`config.mk`:
```
export PLATFORM = sky130hd
export DESIGN_NAME = mcpu_mem_responder_flat
export DESIGN_NICKNAME = d
export VERILOG_FILES = /design/src/rtl/mcpu_mem_responder_if.sv /design/src/rtl/mcpu_mem_responder.sv /design/src/flat_wrapper.sv
export SDC_FILE = /design/constraint.sdc
export NUM_CORES = 1
export LEC_CHECK = 0
export CORE_MARGIN = 2
export CORE_UTILIZATION = 50
export CTS_CLUSTER_DIAMETER = 60
export DETAILED_ROUTE_END_ITERATION = 12
export GPL_TIMING_DRIVEN = 0
export PLACE_DENSITY = 0.91
export RECOVER_POWER = 25
export SLEW_MARGIN = 30
export SYNTH_ARGS = -nofsm -noshare
export SYNTH_HDL_FRONTEND = slang
export SYNTH_SLANG_ARGS = --single-unit
export TNS_END_PERCENT = 1
```
`constraint.sdc`:
```
create_clock -name clk -period 2.3 [get_ports clk]
set_input_delay 0.69 -clock clk [delete_from_list [all_inputs] [get_ports clk]]
set_output_delay 0.69 -clock clk [all_outputs]
set_load 0.05 [all_outputs]
```
`src/rtl/mcpu_mem_responder_if.sv`:
```
// mcpu_mem_responder_if
//   CPU-side bus between the multi-cycle controller and the memory responder.
//   master: controller (drives requests, receives completion)
//   slave : responder  (receives requests, drives completion)
//   Signals:
//     mem_read, mem_write  level request strobes, sampled only while the responder is idle
//     lwsh                 size code: 00 word, 01 byte, 10 half, 11 word
//     addr                 byte address
//     wdata                store data, right-justified for byte/half
//     rdata                formatted load data, valid while ready=1
//     ready                one-cycle completion pulse
//     busy                 responder is not idle
//     misalign_err         accompanies ready when the request was misaligned
interface mcpu_mem_responder_if;
  logic        mem_read;
  logic        mem_write;
  logic [1:0]  lwsh;
  logic [31:0] addr;
  logic [31:0] wdata;
  logic [31:0] rdata;
  logic        ready;
  logic        busy;
  logic        misalign_err;

  modport master (
    output mem_read, mem_write, lwsh, addr, wdata,
    input  rdata, ready, busy, misalign_err
  );

  modport slave (
    input  mem_read, mem_write, lwsh, addr, wdata,
    output rdata, ready, busy, misalign_err
  );
endinterface

```
`src/rtl/mcpu_mem_responder.sv`:
```
// mcpu_mem_responder
//   Memory-side responder for the multi-cycle CPU. Accepts a read/write
//   request from the controller, optionally inserts wait states, performs
//   byte/half lane selection with sign extension on loads and a
//   read-modify-write on sub-word stores, and returns a one-cycle ready pulse.
//   Ports:
//     clk, rst_n       clock (rising edge), asynchronous active-low reset
//     bus (slave)      controller request/completion bus
//     ram_en, ram_we   RAM access / write enables (decoded from state)
//     ram_addr         RAM word address
//     ram_wdata        RAM write data
//     ram_rdata        RAM read data, valid one cycle after a read access
//   Parameters:
//     DEPTH_LOG2       log2 of RAM depth in 32-bit words
//     WAIT_CYC         wait states (0..15) inserted after accept
module mcpu_mem_responder #(
  parameter int unsigned DEPTH_LOG2 = 10,
  parameter int unsigned WAIT_CYC   = 0
) (
  input  logic                  clk,
  input  logic                  rst_n,
  mcpu_mem_responder_if.slave   bus,
  output logic                  ram_en,
  output logic                  ram_we,
  output logic [DEPTH_LOG2-1:0] ram_addr,
  output logic [31:0]           ram_wdata,
  input  logic [31:0]           ram_rdata
);

  localparam logic [3:0] S_IDLE    = 4'd0;
  localparam logic [3:0] S_WAIT    = 4'd1;
  localparam logic [3:0] S_RD      = 4'd2;
  localparam logic [3:0] S_CAP     = 4'd3;
  localparam logic [3:0] S_WR      = 4'd4;
  localparam logic [3:0] S_RMW_RD  = 4'd5;
  localparam logic [3:0] S_RMW_CAP = 4'd6;
  localparam logic [3:0] S_RMW_WR  = 4'd7;
  localparam logic [3:0] S_DONE    = 4'd8;

  localparam logic [1:0] SZ_BYTE = 2'b01;
  localparam logic [1:0] SZ_HALF = 2'b10;

  // Counter is loaded with WAIT_CYC-1 so WAIT lasts exactly WAIT_CYC cycles.
  localparam int unsigned WAIT_LOAD = (WAIT_CYC > 0) ? WAIT_CYC - 1 : 0;

  logic [3:0]  state;
  logic [3:0]  wait_cnt;
  logic [31:0] addr_q;
  logic [31:0] wdata_q;
  logic [1:0]  size_q;
  logic        dir_q;      // 1 = write
  logic        mis_q;
  logic [31:0] res_q;      // formatted load result, published at DONE
  logic [31:0] merge_q;    // sub-word store merged into the read word

  logic        acc_mis;
  logic [7:0]  byte_sel;
  logic [15:0] half_sel;
  logic [31:0] load_fmt;
  logic [31:0] merged;
  logic        addr_hi_unused;

  // First RAM-access state for a request of the given direction and size.
  function automatic logic [3:0] access_state(input logic wr, input logic [1:0] sz);
    if (!wr)
      return S_RD;
    else if (sz == SZ_BYTE || sz == SZ_HALF)
      return S_RMW_RD;
    else
      return S_WR;
  endfunction

  always_comb begin
    unique case (bus.lwsh)
      SZ_BYTE: acc_mis = 1'b0;
      SZ_HALF: acc_mis = bus.addr[0];
      default: acc_mis = |bus.addr[1:0];
    endcase
  end

  always_comb begin
    byte_sel = ram_rdata[{addr_q[1:0], 3'b000} +: 8];
    half_sel = ram_rdata[{addr_q[1], 4'b0000} +: 16];
    unique case (size_q)
      SZ_BYTE: load_fmt = {{24{byte_sel[7]}}, byte_sel};
      SZ_HALF: load_fmt = {{16{half_sel[15]}}, half_sel};
      default: load_fmt = ram_rdata;
    endcase
  end

  always_comb begin
    merged = ram_rdata;
    if (size_q == SZ_BYTE)
      merged[{addr_q[1:0], 3'b000} +: 8] = wdata_q[7:0];
    else
      merged[{addr_q[1], 4'b0000} +: 16] = wdata_q[15:0];
  end

  always_ff @(posedge clk or negedge rst_n) begin
    if (!rst_n) begin
      state            <= S_IDLE;
      wait_cnt         <= '0;
      addr_q           <= '0;
      wdata_q          <= '0;
      size_q           <= '0;
      dir_q            <= 1'b0;
      mis_q            <= 1'b0;
      res_q            <= '0;
      merge_q          <= '0;
      bus.rdata        <= '0;
      bus.ready        <= 1'b0;
      bus.misalign_err <= 1'b0;
    end else begin
      bus.ready        <= 1'b0;
      bus.misalign_err <= 1'b0;
      unique case (state)
        S_IDLE: begin
          if (bus.mem_read || bus.mem_write) begin
            addr_q  <= bus.addr;
            wdata_q <= bus.wdata;
            size_q  <= bus.lwsh;
            dir_q   <= bus.mem_write;
            mis_q   <= acc_mis;
            res_q   <= '0;
            if (acc_mis) begin
              state <= S_DONE;
            end else if (WAIT_CYC > 0) begin
              state    <= S_WAIT;
              wait_cnt <= 4'(WAIT_LOAD);
            end else begin
              state <= access_state(bus.mem_write, bus.lwsh);
            end
          end
        end
        S_WAIT: begin
          if (wait_cnt == '0)
            state <= access_state(dir_q, size_q);
          else
            wait_cnt <= wait_cnt - 4'd1;
        end
        S_RD:      state <= S_CAP;
        S_CAP: begin
          res_q <= load_fmt;
          state <= S_DONE;
        end
        S_WR:      state <= S_DONE;
        S_RMW_RD:  state <= S_RMW_CAP;
        S_RMW_CAP: begin
          merge_q <= merged;
          state   <= S_RMW_WR;
        end
        S_RMW_WR:  state <= S_DONE;
        S_DONE: begin
          bus.ready        <= 1'b1;
          bus.rdata        <= res_q;
          bus.misalign_err <= mis_q;
          state            <= S_IDLE;
        end
        default:   state <= S_IDLE;
      endcase
    end
  end

  always_comb begin
    ram_en = (state == S_RD) || (state == S_WR) ||
             (state == S_RMW_RD) || (state == S_RMW_WR);
    ram_we = (state == S_WR) || (state == S_RMW_WR);
  end

  assign ram_addr       = addr_q[DEPTH_LOG2+1:2];
  assign ram_wdata      = (state == S_RMW_WR) ? merge_q : wdata_q;
  assign bus.busy       = (state != S_IDLE);
  assign addr_hi_unused = ^addr_q[31:DEPTH_LOG2+2];

endmodule

```
`src/flat_wrapper.sv`:
```
// flat-port wrapper written by rule: the top's interface ports become plain ports
module mcpu_mem_responder_flat 
#(
  parameter int unsigned DEPTH_LOG2 = 10,
  parameter int unsigned WAIT_CYC   = 0
)
  (clk, rst_n, ram_en, ram_we, ram_addr, ram_wdata, ram_rdata, bus_mem_read, bus_mem_write, bus_lwsh, bus_addr, bus_wdata, bus_rdata, bus_ready, bus_busy, bus_misalign_err);
  mcpu_mem_responder_if bus_i ();
  input  logic clk;
  input  logic rst_n;
  output logic ram_en;
  output logic ram_we;
  output logic [DEPTH_LOG2-1:0] ram_addr;
  output logic [31:0] ram_wdata;
  input  logic [31:0] ram_rdata;
  input wire logic [$bits(bus_i.mem_read)-1:0] bus_mem_read;
  input wire logic [$bits(bus_i.mem_write)-1:0] bus_mem_write;
  input wire logic [$bits(bus_i.lwsh)-1:0] bus_lwsh;
  input wire logic [$bits(bus_i.addr)-1:0] bus_addr;
  input wire logic [$bits(bus_i.wdata)-1:0] bus_wdata;
  output wire logic [$bits(bus_i.rdata)-1:0] bus_rdata;
  output wire logic [$bits(bus_i.ready)-1:0] bus_ready;
  output wire logic [$bits(bus_i.busy)-1:0] bus_busy;
  output wire logic [$bits(bus_i.misalign_err)-1:0] bus_misalign_err;
  assign bus_i.mem_read = bus_mem_read;
  assign bus_i.mem_write = bus_mem_write;
  assign bus_i.lwsh = bus_lwsh;
  assign bus_i.addr = bus_addr;
  assign bus_i.wdata = bus_wdata;
  assign bus_rdata = bus_i.rdata;
  assign bus_ready = bus_i.ready;
  assign bus_busy = bus_i.busy;
  assign bus_misalign_err = bus_i.misalign_err;
  mcpu_mem_responder #(.DEPTH_LOG2(DEPTH_LOG2), .WAIT_CYC(WAIT_CYC)) u_core (.clk(clk), .rst_n(rst_n), .bus(bus_i), .ram_en(ram_en), .ram_we(ram_we), .ram_addr(ram_addr), .ram_wdata(ram_wdata), .ram_rdata(ram_rdata));
endmodule
```
* After elaboration in Yosys (flattened, before gate mapping)
Index checks and enable logic that the tools add are counted.
Word-level totals: flip-flop bits (word level) 154, word-level logic and storage cells 71, output and inout port bits 79
Cells by class: muxes and demuxes 18, shift operators 6, bitwise gates (word level) 1, reductions and logical operators 17, eq/ne operators 14, add/subtract/negate cells 3
Operator list (number):
- one-hot mux 32 bit (2 select lines) | 2
- two-way mux 32 bit | 3
- bitwise mux 32 bit | 2
- variable shift 16 x 7 -> 32 bit, first input constant | 1
- variable shift 8 x 7 -> 32 bit, first input constant | 1
- variable part select 16 x 7 -> 32 bit | 1
- variable part select 32 x 6 -> 16 bit | 1
- variable part select 32 x 6 -> 8 bit | 1
- variable part select 8 x 7 -> 32 bit | 1
- one-hot mux 4 bit (6 select lines) | 1
- two-way mux 4 bit | 5
- == test 4 x 3 -> 1 bit, second input constant | 4
- negation 5 -> 7 bit | 2
- == test 4 x 2 -> 1 bit, second input constant | 2
- zero test 4 bit | 2
- AND reduction 2 bit | 4
- logical OR 1 bit | 7
- == test 2 x 1 -> 1 bit, second input constant | 2
- == test 2 bit, second input constant | 2
- == test 4 x 1 -> 1 bit, second input constant | 1
- == test 4 bit, second input constant | 1
- two-way mux 1 bit | 4
- != test 2 x 1 -> 1 bit, second input constant | 2
- nonzero test 4 bit | 1
- 6 further kinds | 6

* Logic depth before layout (Yosys ltp)
depth in word-level cells 7, depth in mapped cells 9, depth with buffers taken out 6

* Worst setup path after synthesis
Ideal clock, no wire load.
kind reg-to-output, start point register u_core.state[2], end point output ram_we, arrival time 1972 ps, data required time 1610 ps, stages on the path, launching flop included 4, setup slack -362 ps, cell sequence dfrtp_1 buf_4 nor2b_1 nor3b_1
Between the ends: word-level cells in the longest chain between the ends 2, elaborated cells between the ends (all ways) 3
RTL lines:
- from (decl) | RTL line mcpu_mem_responder.sv:46 | logic [3:0] state;
- from (signal assigned) | RTL line mcpu_mem_responder.sv:131 | state <= access_state(bus.mem_write, bus.lwsh);
- from (signal assigned) | RTL line mcpu_mem_responder.sv:137 | state <= access_state(dir_q, size_q);
- == test 4 x 3 -> 1 bit | RTL line mcpu_mem_responder.sv:167 | ram_we = (state == S_WR) || (state == S_RMW_WR);
- logical OR 1 bit (*) | RTL line mcpu_mem_responder.sv:167
- to (decl) | RTL line flat_wrapper.sv:12 | output logic ram_we;
Every way passes the cells marked *; elsewhere a longest branch is shown, timed or not.

* Worst setup path in the final report
start point register u_core.state[2], end point output ram_wdata[7]
Between the ends: word-level cells in the longest chain between the ends 2
RTL lines:
- == test 4 x 3 -> 1 bit | RTL line mcpu_mem_responder.sv:171 | assign ram_wdata = (state == S_RMW_WR) ? merge_q : wdata_q;
- two-way mux 32 bit | RTL line mcpu_mem_responder.sv:171
- to (decl) | RTL line flat_wrapper.sv:14 | output logic [31:0] ram_wdata;
Every way passes these cells.

==> metrics.md <==
| Metric | Value |
|---|---|
| Share of synthesized flip-flops with an asynchronous set or reset | `1.00` |
| Remaining max-slew budget at the tightest pin | `0.221` |
| Cell total after placement | `around 1,100` |
| EDFF count, synth | `0` |
| Synth Flop Type | `sky130_fd_sc_hd__dfrtp_1` |
| Via count of the first global-routing pass | `roughly 6,600` |
| Remaining global-route overflow | `0` |
| IR Drop Worst-Case VDD | `~1200 uV` |
| Worst slack at placement | `-1.08 ns` |
| Initial antenna violation count | `0` |
| Synthesis Warnings | `0` |
| DR WL/cell | `~21 um` |
| Hold violation total from the final report | `0` |
| Detailed Place HPWL | `about 16,000 um` |
| Final Instance Count excl. Fillers | `1,114` |
| Max-slew violations | `0` |
| Number of library cell types mapped by synthesis | `51` |
| Post-route standard cell area excluding fillers | `10,500 um2` |
| Tcrit/Tclk final | `1.18` |
| Clock tree from TritonCTS | `yes` |
| Critical setup path kind | `reg -> out` |
| Run status | `finished with violations` |
| Path class of the lowest-slack min-delay path | `reg -> reg` |
| Count of buffers from port buffering | `160` |
| Number of standard-cell rows in the floorplan | `45` |
| Dpl cell area | `9640 um2` |
| Most frequent standard cell in the layout excluding fill and tap cells | `sky130_fd_sc_hd__dfrtp_1` |
| Static leakage | `~5.3 nW` |
| RD Place Congestion | `approximately 1.0` |
| Number of H-tree levels | `4` |
| Total Die Area | `16,500 um2` |
| Clock network latency to the later pin of the worst-skew pair | `0.43 ns` |
| Commonest cells after routing, fill and taps aside | `sky130_fd_sc_hd__dfrtp_1, sky130_fd_sc_hd__mux2_2, sky130_fd_sc_hd__o21ai_0, sky130_fd_sc_hd__clkdlybuf4s50_1, sky130_fd_sc_hd__nand2_1` |
| Sink count of the clock tree | `154` |
| Remaining number of nets flagged by the antenna check after routing | `0` |
| Launching element type of the critical path | `flop` |
| Data required time of the worst path | `between 1.5 and 2 ns` |
| Maximum fanout along the worst path | `5` |
| Net count of the mapped netlist | `836` |
| Power density normalized to cell area | `around 1600 nW/um2` |
| Ratio of cells with drive above 1 in the final layout | `0.276` |
| Syn Inst Count | `roughly 730` |
| Synth-to-layout area growth | `35.0%` |
| Final worst slack | `-0.412 ns` |
| # fillers | `1,115` |
| First-pass iteration count of the detailed router | `7` |
| Count of nets after finishing | `approximately 1,000` |
| Setup-violating endpoint count in the final report | `36` |
| Detailed Route Iter0 Violations | `between 500 and 600` |
| Number of CTS-inserted buffers | `17` |
| Arrival time worst endpoint | `2.02 ns` |
| Global-route wire length before repair | `35,700 um` |
| Final Skew | `approximately 0.013 ns` |
| Syn_area_per_cell | `between 10 and 15 um2` |
| Register area share after synthesis | `0.496` |
| RSZ-0062 raised after global routing | `true` |
| Clock Path Buffers | `2` |
| GRT Total Usage | `0.284` |
| CORE AREA | `roughly 15,000 um2` |
| Die W | `129 um` |
| Failing checks | `setup timing` |
| Clock Pin Slew Worst Setup and Hold Paths | `approximately 0.06 ns` |
| Number of vias after detailed routing | `around 6,600` |
| Total standard cell area after synthesis | `7770 um2` |
| Kind of end point of the critical path | `output port` |
| Clock root buffer | `sky130_fd_sc_hd__clkbuf_16` |
| Via/cell ratio | `~5.9` |
| Cts hold-fix bufs | `0` |
| Antenna diode instance count | `0` |
| Number of I/O pins | `~180` |
| Final routed DRC violation total | `0` |
| Total wire length | `around 23,000 um` |
| Initial Util | `0.511` |
| Highest attainable clock frequency | `0.369 GHz` |
| Time the final worst path needs with I/O delays and setup | `around 2.7 ns` |
| Max-capacitance violation count | `0` |
| Largest net degree at the start of global routing | `85` |
| Least-Margin Pin Slew | `1.17 ns` |
| Number of synthesized register bits | `between 150 and 200` |
| Die Height | `roughly 130 um` |
## sequential cells by signal, summed over array words and instances, names as in the netlist
register	flops
u_core.mis_q	1
u_core.addr_q	12
u_core.merge_q	32
u_core.dir_q	1
u_core.wait_cnt	4
u_core.wdata_q	32
u_core.res_q	32
u_core.bus.rdata	32
u_core.state	4
u_core.bus.misalign_err	1
u_core.size_q	2
u_core.bus.ready	1
## Yosys cell counts (all sizes together), types with 2 or more instances
cell / n / share of area
nor3b: 3 / 0.0043
a221oi: 16 / 0.020
inv: 33 / 0.016
and4: 2 / 0.0023
nor2: 35 / 0.018
buf: 40 / 0.033
xnor2: 3 / 0.0034
a21boi: 4 / 0.0039
o21a: 2 / 0.0019
a211o: 3 / 0.0034
a21o: 10 / 0.0097
nand2: 77 / 0.038
o21ai: 103 / 0.066
a22o: 17 / 0.019
nand3: 3 / 0.0019
ha: 9 / 0.015
clkbuf: 16 / 0.0077
and2: 4 / 0.0032
nor2b: 5 / 0.0040
dfrtp: 154 / 0.50
a21oi: 41 / 0.028
mux2i: 2 / 0.0026
a221o: 4 / 0.0052
mux2: 120 / 0.17
o2bb2ai: 6 / 0.0068
## layer usage
metal / wire length, um / global-route usage / vias up / part of all wire
met5: 0 / 0 / - / 0
met4: 1030 / 0.139 / 0 / 0.045
met3: 1900 / 0.0757 / 71 / 0.083
met2: 10900 / 0.450 / 355 / 0.47
met1: 9100 / 0.363 / 3177 / 0.40
li1: - / - / 2949 / -
## area by class of cell
class	count	area [um2]	area share
clock buffers	19	443	0.0422
flip-flops and latches	154	3850	0.367
repair buffers	171	1810	0.172
multi-input cells	482	3510	0.335
well taps	188	235	0.0224
plain buffers	56	369	0.0352
clock inverters	11	146	0.0140
inverters	33	124	0.0118
## critical path, cell delays in order (launching register included)
cell and delay (ns):
sky130_fd_sc_hd__dfrtp_1 0.42, sky130_fd_sc_hd__buf_6 0.13, sky130_fd_sc_hd__nor2b_4 0.17, sky130_fd_sc_hd__nand3_4 0.11, sky130_fd_sc_hd__buf_12 0.16, sky130_fd_sc_hd__buf_8 0.13
sky130_fd_sc_hd__mux2_4 0.33, sky130_fd_sc_hd__buf_8 0.16
## kinds of logic after synthesis
family | Yosys count | share of synthesized area
xor gates and xnor gates | 3 | 0.00338
muxes | 122 | 0.177
AOI/OAI and AO/OA | 210 | 0.170
adders and majority gates | 9 | 0.0145
DFF | 154 | 0.496
buffers and inverters | 89 | 0.0567
and+or+nand+nor | 138 | 0.0825
## power breakdown
| part | internal [W] | switching [W] |
|---|---|---|
| Clock | 0.00172 | 0.00111 |
| Sequential | 0.00380 | 0.000896 |
| Combinational | 0.00361 | 0.00558 |
## metrics by stage
stage	util	hold WS, ns	power, W	setup TNS, ns
6_report	0.690	0.484	0.0167	-12.22
3_5_place_dp	0.634	0.467	0.0135	-39.89
3_3_place_gp	0.632	0.460	0.0133	-891.97
2_1_floorplan	-	0.394	0.0107	0
5_1_grt	0.690	0.501	0.0175	-18.31
4_1_cts	0.685	0.272	0.0166	-11.17
## path summary, 6_finish.rpt
check / slack [ns] / cells past startpoint / startpoint / end
setup reg to reg: -0.04 / 7 / u_core.addr_q[1]$_DFFE_PN0P_ / u_core.merge_q[1]$_DFFE_PN0N_
hold reg to reg: 0.48 / 1 / u_core.res_q[8]$_DFFE_PN0P_ / u_core.res_q[8]$_DFFE_PN0P_
setup / recovery: -0.41 / 7 / u_core.state[2]$_DFFE_PN0P_ / ram_wdata[7]
max in group asynchronous: 0.31 / 2 / rst_n / u_core.bus.rdata[29]$_DFFE_PN0P_
hold / removal: 0.48 / 1 / u_core.res_q[8]$_DFFE_PN0P_ / u_core.res_q[8]$_DFFE_PN0P_
min in group asynchronous: 0.49 / 1 / rst_n / u_core.addr_q[5]$_DFFE_PN0P_
## what timing repair did
| action | CTS | global route |
|---|---|---|
| cloned | 1 | 0 |
| resized for setup | 271 | 42 |
| setup endpoints to repair | 57 | 102 |
| pin swaps | 0 | 2 |
| buffers inserted | 7 | 2 |
No activity file was read; power rests on OpenSTA's default activity.
